$ cat config.mk
export PLATFORM = sky130hd
export DESIGN_NAME = multicycle_ctrl
export DESIGN_NICKNAME = d
export VERILOG_FILES = /design/src/rtl/multicycle_ctrl.sv
export SDC_FILE = /design/constraint.sdc
export NUM_CORES = 1
export LEC_CHECK = 0
export ABC_AREA = 1
export CAP_MARGIN = 20
export CORE_AREA = 2 2 86 88
export CTS_CLUSTER_SIZE = 10
export DETAILED_ROUTE_END_ITERATION = 16
export DIE_AREA = 0 0 88 90
export HOLD_SLACK_MARGIN = 0.02
export PLACE_DENSITY = 0.7
export SLEW_MARGIN = 0
export SYNTH_ARGS = -nofsm -noshare
export SYNTH_HDL_FRONTEND = slang
export SYNTH_SLANG_ARGS = --single-unit
export TNS_END_PERCENT = 30
$ cat constraint.sdc
create_clock -name clk_i -period 1.5 [get_ports clk_i]
set_clock_uncertainty 0.2 [all_clocks]
set_input_delay 0.15 -clock clk_i [delete_from_list [all_inputs] [get_ports clk_i]]
set_output_delay 0.15 -clock clk_i [all_outputs]
set_load 0.02 [all_outputs]
$ cat src/rtl/multicycle_ctrl.sv
// multicycle_ctrl: control FSM for the multi-cycle RV32I core (fetch handshake, decode, sequencing, instret, illegal trap)
// Inputs:  clk_i, rst_i (sync, active high), instr_i (IR), zero_i (ALU zero), mem_ready_i (memory done)
// Outputs: memory request/we/iord, IR/PC/regfile strobes, ALU and write-back selects,
//          illegal_o (sticky until reset), state_o (debug), instret_o (retired count)
module multicycle_ctrl #(
  parameter int CNT_W = 32
) (
  input  logic             clk_i,
  input  logic             rst_i,
  input  logic [31:0]      instr_i,
  input  logic             zero_i,
  input  logic             mem_ready_i,
  output logic             mem_req_o,
  output logic             mem_we_o,
  output logic             iord_o,
  output logic             ir_write_o,
  output logic             pc_write_o,
  output logic             pc_write_cond_o,
  output logic             pc_src_o,
  output logic [1:0]       alu_src_a_o,
  output logic [1:0]       alu_src_b_o,
  output logic [1:0]       alu_op_o,
  output logic             reg_write_o,
  output logic [1:0]       mem_to_reg_o,
  output logic             illegal_o,
  output logic [2:0]       state_o,
  output logic [CNT_W-1:0] instret_o
);
  typedef enum logic [2:0] {S_IF = 3'd0, S_ID = 3'd1, S_EX = 3'd2, S_MEM = 3'd3, S_WB = 3'd4, S_ILL = 3'd5} state_t;
  typedef enum logic [2:0] {C_R, C_IALU, C_LW, C_SW, C_BR, C_JAL, C_JALR, C_BAD} cls_t;
  state_t state;
  cls_t cls, dec;
  logic [6:0] op;
  logic [2:0] f3;
  logic run, ex, retire, unused;
  assign op = instr_i[6:0];
  assign f3 = instr_i[14:12];
  // zero_i steers the PC in the datapath via pc_write_cond_o; the FSM itself never branches on it
  assign unused = ^{instr_i[31:15], instr_i[11:7], zero_i};
  always_comb
    dec = op == 7'b0110011                    ? C_R
        : op == 7'b0010011                    ? C_IALU
        : (op == 7'b0000011 && f3 == 3'b010)  ? C_LW
        : (op == 7'b0100011 && f3 == 3'b010)  ? C_SW
        : op == 7'b1100011                    ? C_BR
        : op == 7'b1101111                    ? C_JAL
        : (op == 7'b1100111 && f3 == 3'b000)  ? C_JALR
        :                                       C_BAD;
  // every path back to IF from EX/MEM/WB retires one instruction
  assign retire = (state == S_EX && cls == C_BR) || (state == S_MEM && mem_ready_i && cls == C_SW) || state == S_WB;
  always_ff @(posedge clk_i) begin
    if (rst_i) begin
      state     <= S_IF;
      cls       <= C_R;
      instret_o <= '0;
    end else begin
      if (retire) instret_o <= instret_o + CNT_W'(1);
      case (state)
        S_IF:    if (mem_ready_i) state <= S_ID;
        S_ID:    begin
          cls   <= dec;
          state <= dec == C_BAD ? S_ILL : S_EX;
        end
        S_EX:    state <= (cls == C_LW || cls == C_SW) ? S_MEM : cls == C_BR ? S_IF : S_WB;
        S_MEM:   if (mem_ready_i) state <= cls == C_LW ? S_WB : S_IF;
        S_WB:    state <= S_IF;
        S_ILL:   state <= S_ILL;
        default: state <= S_IF;
      endcase
    end
  end
  // strobes are gated by reset so an aborted instruction never writes anything
  assign run             = !rst_i;
  assign ex              = state == S_EX;
  assign mem_req_o       = run && (state == S_IF || state == S_MEM);
  assign mem_we_o        = state == S_MEM && cls == C_SW;
  assign iord_o          = state == S_MEM;
  assign ir_write_o      = run && state == S_IF && mem_ready_i;
  assign pc_write_o      = run && ((state == S_IF && mem_ready_i) || (ex && (cls == C_JAL || cls == C_JALR)));
  assign pc_write_cond_o = run && ex && cls == C_BR;
  assign pc_src_o        = ex && (cls == C_BR || cls == C_JAL);
  assign alu_src_a_o     = state == S_ID ? 2'd1 : (ex && cls != C_JAL) ? 2'd2 : 2'd0;
  assign alu_src_b_o     = state == S_IF ? 2'd1
                         : state == S_ID ? 2'd2
                         : (ex && (cls == C_IALU || cls == C_LW || cls == C_SW || cls == C_JALR)) ? 2'd2
                         : 2'd0;
  assign alu_op_o        = (ex && (cls == C_R || cls == C_IALU)) ? 2'b10 : (ex && cls == C_BR) ? 2'b01 : 2'b00;
  assign reg_write_o     = run && state == S_WB;
  assign mem_to_reg_o    = state != S_WB ? 2'd0 : cls == C_LW ? 2'd1 : (cls == C_JAL || cls == C_JALR) ? 2'd2 : 2'd0;
  assign illegal_o       = state == S_ILL;
  assign state_o         = state;
endmodule

==> impl_metrics.csv <==
group,metric,value,unit
place,dpl.hpwl,6490,um
timing,fmax,0.590,GHz
synthesis,synth_cell_types,27,
clock_tree,hold_buffers,0,
synthesis,synth.cell_area,2590,um2
pwr,p_comb_share,31.6,%
synthesis,syn_area_per_cell,5.68,um2
worst_setup_path,path_max_fanout,7,
floorplan,dieArea,7920,um2
global_route,grt_pass1_vias,3349,
clock_tree,clock_sinks,38,
layout,syn_to_final_growth,71.5,%
synthesis,yosys_register_bits,38,
run_status,violations,"setup timing",
synthesis,synth_edf_count,0,
global_route,grt_busiest_layer,"met2",
pwr,power_density,580,nW/um2
routing,dr.first_iter.drc_count,164,
layout,utilization,63.4,%
timing,relSlewSlack,82.6,%
layout,fillers,635,
synthesis,synthTopCellsByArea,"dfxtp_1, nand2_1, nor2_1",
routing,drc,0,
timing,finalMaxSlewViolations,0,
routing,wire_per_inst,12.9,um
pwr,peakVddDrop,0.332,mV
worst_setup_path,path_cells,"inv_2 > buf_6 > nand3_4 > nor2_4 > nor2_4 > nand2_8 > buf_12 > buf_16 > a21oi_2 > nor2_1",
worst_setup_path,worstSetupEndpointType,"flip-flop",
pwr,power,0.00258,W
worst_setup_path,crit_type,"flip-flop to flip-flop",
place,dpl_cell_area,4010,um2
worst_hold_path,hold_depth,2,
synthesis,ys_async_sr_fraction,0,%
pwr,clkPwrFrac,26.7,%
routing,num_vias,3485,
routing,ant_nets,0,
worst_setup_path,cp.arrival,1.68,ns
synthesis,ys_top_cells_by_count,"nand2_1, nor2_1, inv_1, dfxtp_1, a21oi_1",
timing,setup_viol,49,
timing,tightest_slew,0.261,ns
place,gp_congestion,0.965,
synthesis,syn_nets,494,
synthesis,synth_top_area_share,29.3,%
timing,finalSetupTns,-6.38,ns
run_status,status,"complete, but fails checks",
clock_tree,root_buffer,"clkbuf_8",
global_route,use_met2,38.9,%
floorplan,io_pins,88,
routing,totalWireLength,9170,um
worst_setup_path,reg2reg_from,"cls[1]",
timing,post-route-period-util,113,%
floorplan,fp-row-count,31,
pwr,seq_power_share,41.6,%
worst_setup_path,reg2reg_depth,10,
worst_setup_path,crit_slowest_cell,"dfxtp_4",
synthesis,ys.flop_type,"dfxtp_1",
clock_tree,cts_tree,"done",
pwr,p_sw,0.000821,W
pwr,p_leak,1.94,nW
routing,drt-pass1-iter-count,5,
clock_tree,clockBufferDepth,2,
synthesis,yosys_warnings,0,
place,place_inst,689,
clock_tree,h-tree-depth,2,
floorplan,core,7020,um2
layout,drive_gt1_share,33.5,%
global_route,grt_use_met1,28.5,%
layout,num_antenna_cells,0,
place,io_buffers,64,
global_route,grtUsageMet3,5.05,%
worst_setup_path,slowest_delay,0.37,ns
run,maxCapViolations,0,
timing,hold_viol_final,0,
timing,rsz0062_at_grt,"yes",
synthesis,synthCells,457,
synthesis,synth.most_common_cell,"nand2_1",
global_route,grt-ovfl-total,0,
synthesis,ys_seq_area_share,29.3,%
global_route,grt_pass1_wl,14500,um
routing,via_per_inst,4.90,
pwr,p_int,0.00176,W
worst_setup_path,critPathLaunch,"cls[1]",
timing,min_period,1.69,ns
worst_setup_path,worstPathRequired,1.49,ns
floorplan,die_height,90,um
global_route,antenna_found_initial,0,
global_route,grt_util_all_layers,22.6,%
worst_setup_path,critPathLaunchType,"flip-flop",
clock_tree,clk_pin_slew,0.07,ns
layout,final_cells,711,
worst_setup_path,cpMostUsedCell,"nor2_4",
global_route,grt_max_degree,16,
floorplan,die_width,88,um
clock_tree,cts_buffers,5,
clock_tree,clk_latency,0.29,ns
timing,setup_ws,-0.194,ns
pwr,p_sw_share,31.8,%
floorplan,start_util,36.9,%
synthesis,yosys.area.top_type,"dfxtp_1",
layout,final_nets,648,
layout,final_area,4450,um2
worst_hold_path,min_from,"instret_o[24]",
worst_hold_path,hp-class,"flip-flop to flip-flop",
area by class of cell:
class | instances | area [um2] | area share (%)
clock buffers | 8 | 80.1 | 1.80
flip-flops and latches | 38 | 807 | 18.1
repair buffers | 157 | 1400 | 31.4
multi-input cells | 357 | 1840 | 41.3
inverters | 52 | 205 | 4.61
well taps | 99 | 124 | 2.78
critical path: cells and delay by family (launching register included):
kind                   cells  cell delay (ns)
buffers and inverters      4             0.46
AND/OR/NAND/NOR            5             0.43
flip-flops                 1             0.37
AO/OA/AOI/OAI              1             0.13
state kept, by name, summed over array words and instances, names as in the netlist:
register	flops
state_o	3
instret_o	32
cls	3
metal layers:
layer | vias up | wire length (um)
met4 | 0 | 102
met5 | - | 0
li1 | 1745 | -
met1 | 1620 | 3990
met3 | 12 | 490
met2 | 108 | 4590
kinds of logic (layout without fill, tap and decap cells):
kind of cell	after synthesis	after routing	synth area share [%]
flip-flops	38	38	29.3
AND/OR/NAND/NOR	298	298	47.1
buffers and inverters	62	217	10.2
AO/OA/AOI/OAI	50	50	10.1
XOR/XNOR	8	8	2.70
adder cells (fa/ha/maj)	1	1	0.482
path summary, 6_finish.rpt:
kind	slack, ns	end
max reg2reg	-0.19	instret_o[6]
max	-0.19	instret_o[6]
min reg2reg	0.31	instret_o[24]
min	0.31	instret_o[24]
through the flow:
step           hold slack (ns)  setup slack, ns
6_report                 0.310           -0.194
5_1_grt                  0.322           -0.264
4_1_cts                  0.305           -0.181
3_5_place_dp             0.294           -0.483
3_3_place_gp             0.285           -0.474
2_1_floorplan            0.144          -0.0505
power by group through the flow:
stage / logic [W] / clock network, W / registers [W]
finish: 0.000817 / 0.000690 / 0.00108
global route: 0.000875 / 0.000738 / 0.00108
CTS: 0.000712 / 0.000707 / 0.00107
detailed placement: 0.000641 / 0 / 0.00109
global placement: 0.000631 / 0 / 0.00108
floorplan: 0.000275 / 0 / 0.00111
cells in the final DEF (no fill, tap or decap), types with 7 or more instances in the layout:
master / n
a21oi_1: 29
buf_4: 92
buf_6: 9
clkdlybuf4s50_1: 12
dfxtp_1: 15
dfxtp_2: 16
dfxtp_4: 7
dlygate4sd2_1: 28
inv_1: 41
inv_2: 8
nand2_1: 169
nand2_2: 8
nand3_1: 25
nor2_1: 55
nor2_2: 11
nor2_4: 10
what timing repair did:
item / in CTS / in global routing
endpoints found under the setup margin: 88 / 60
gates cloned: 1 / 2
resized for setup: 154 / 57
pin swaps: 5 / 16
setup buffers: 8 / 3
Note: power is estimated with default switching activity, not from simulation.
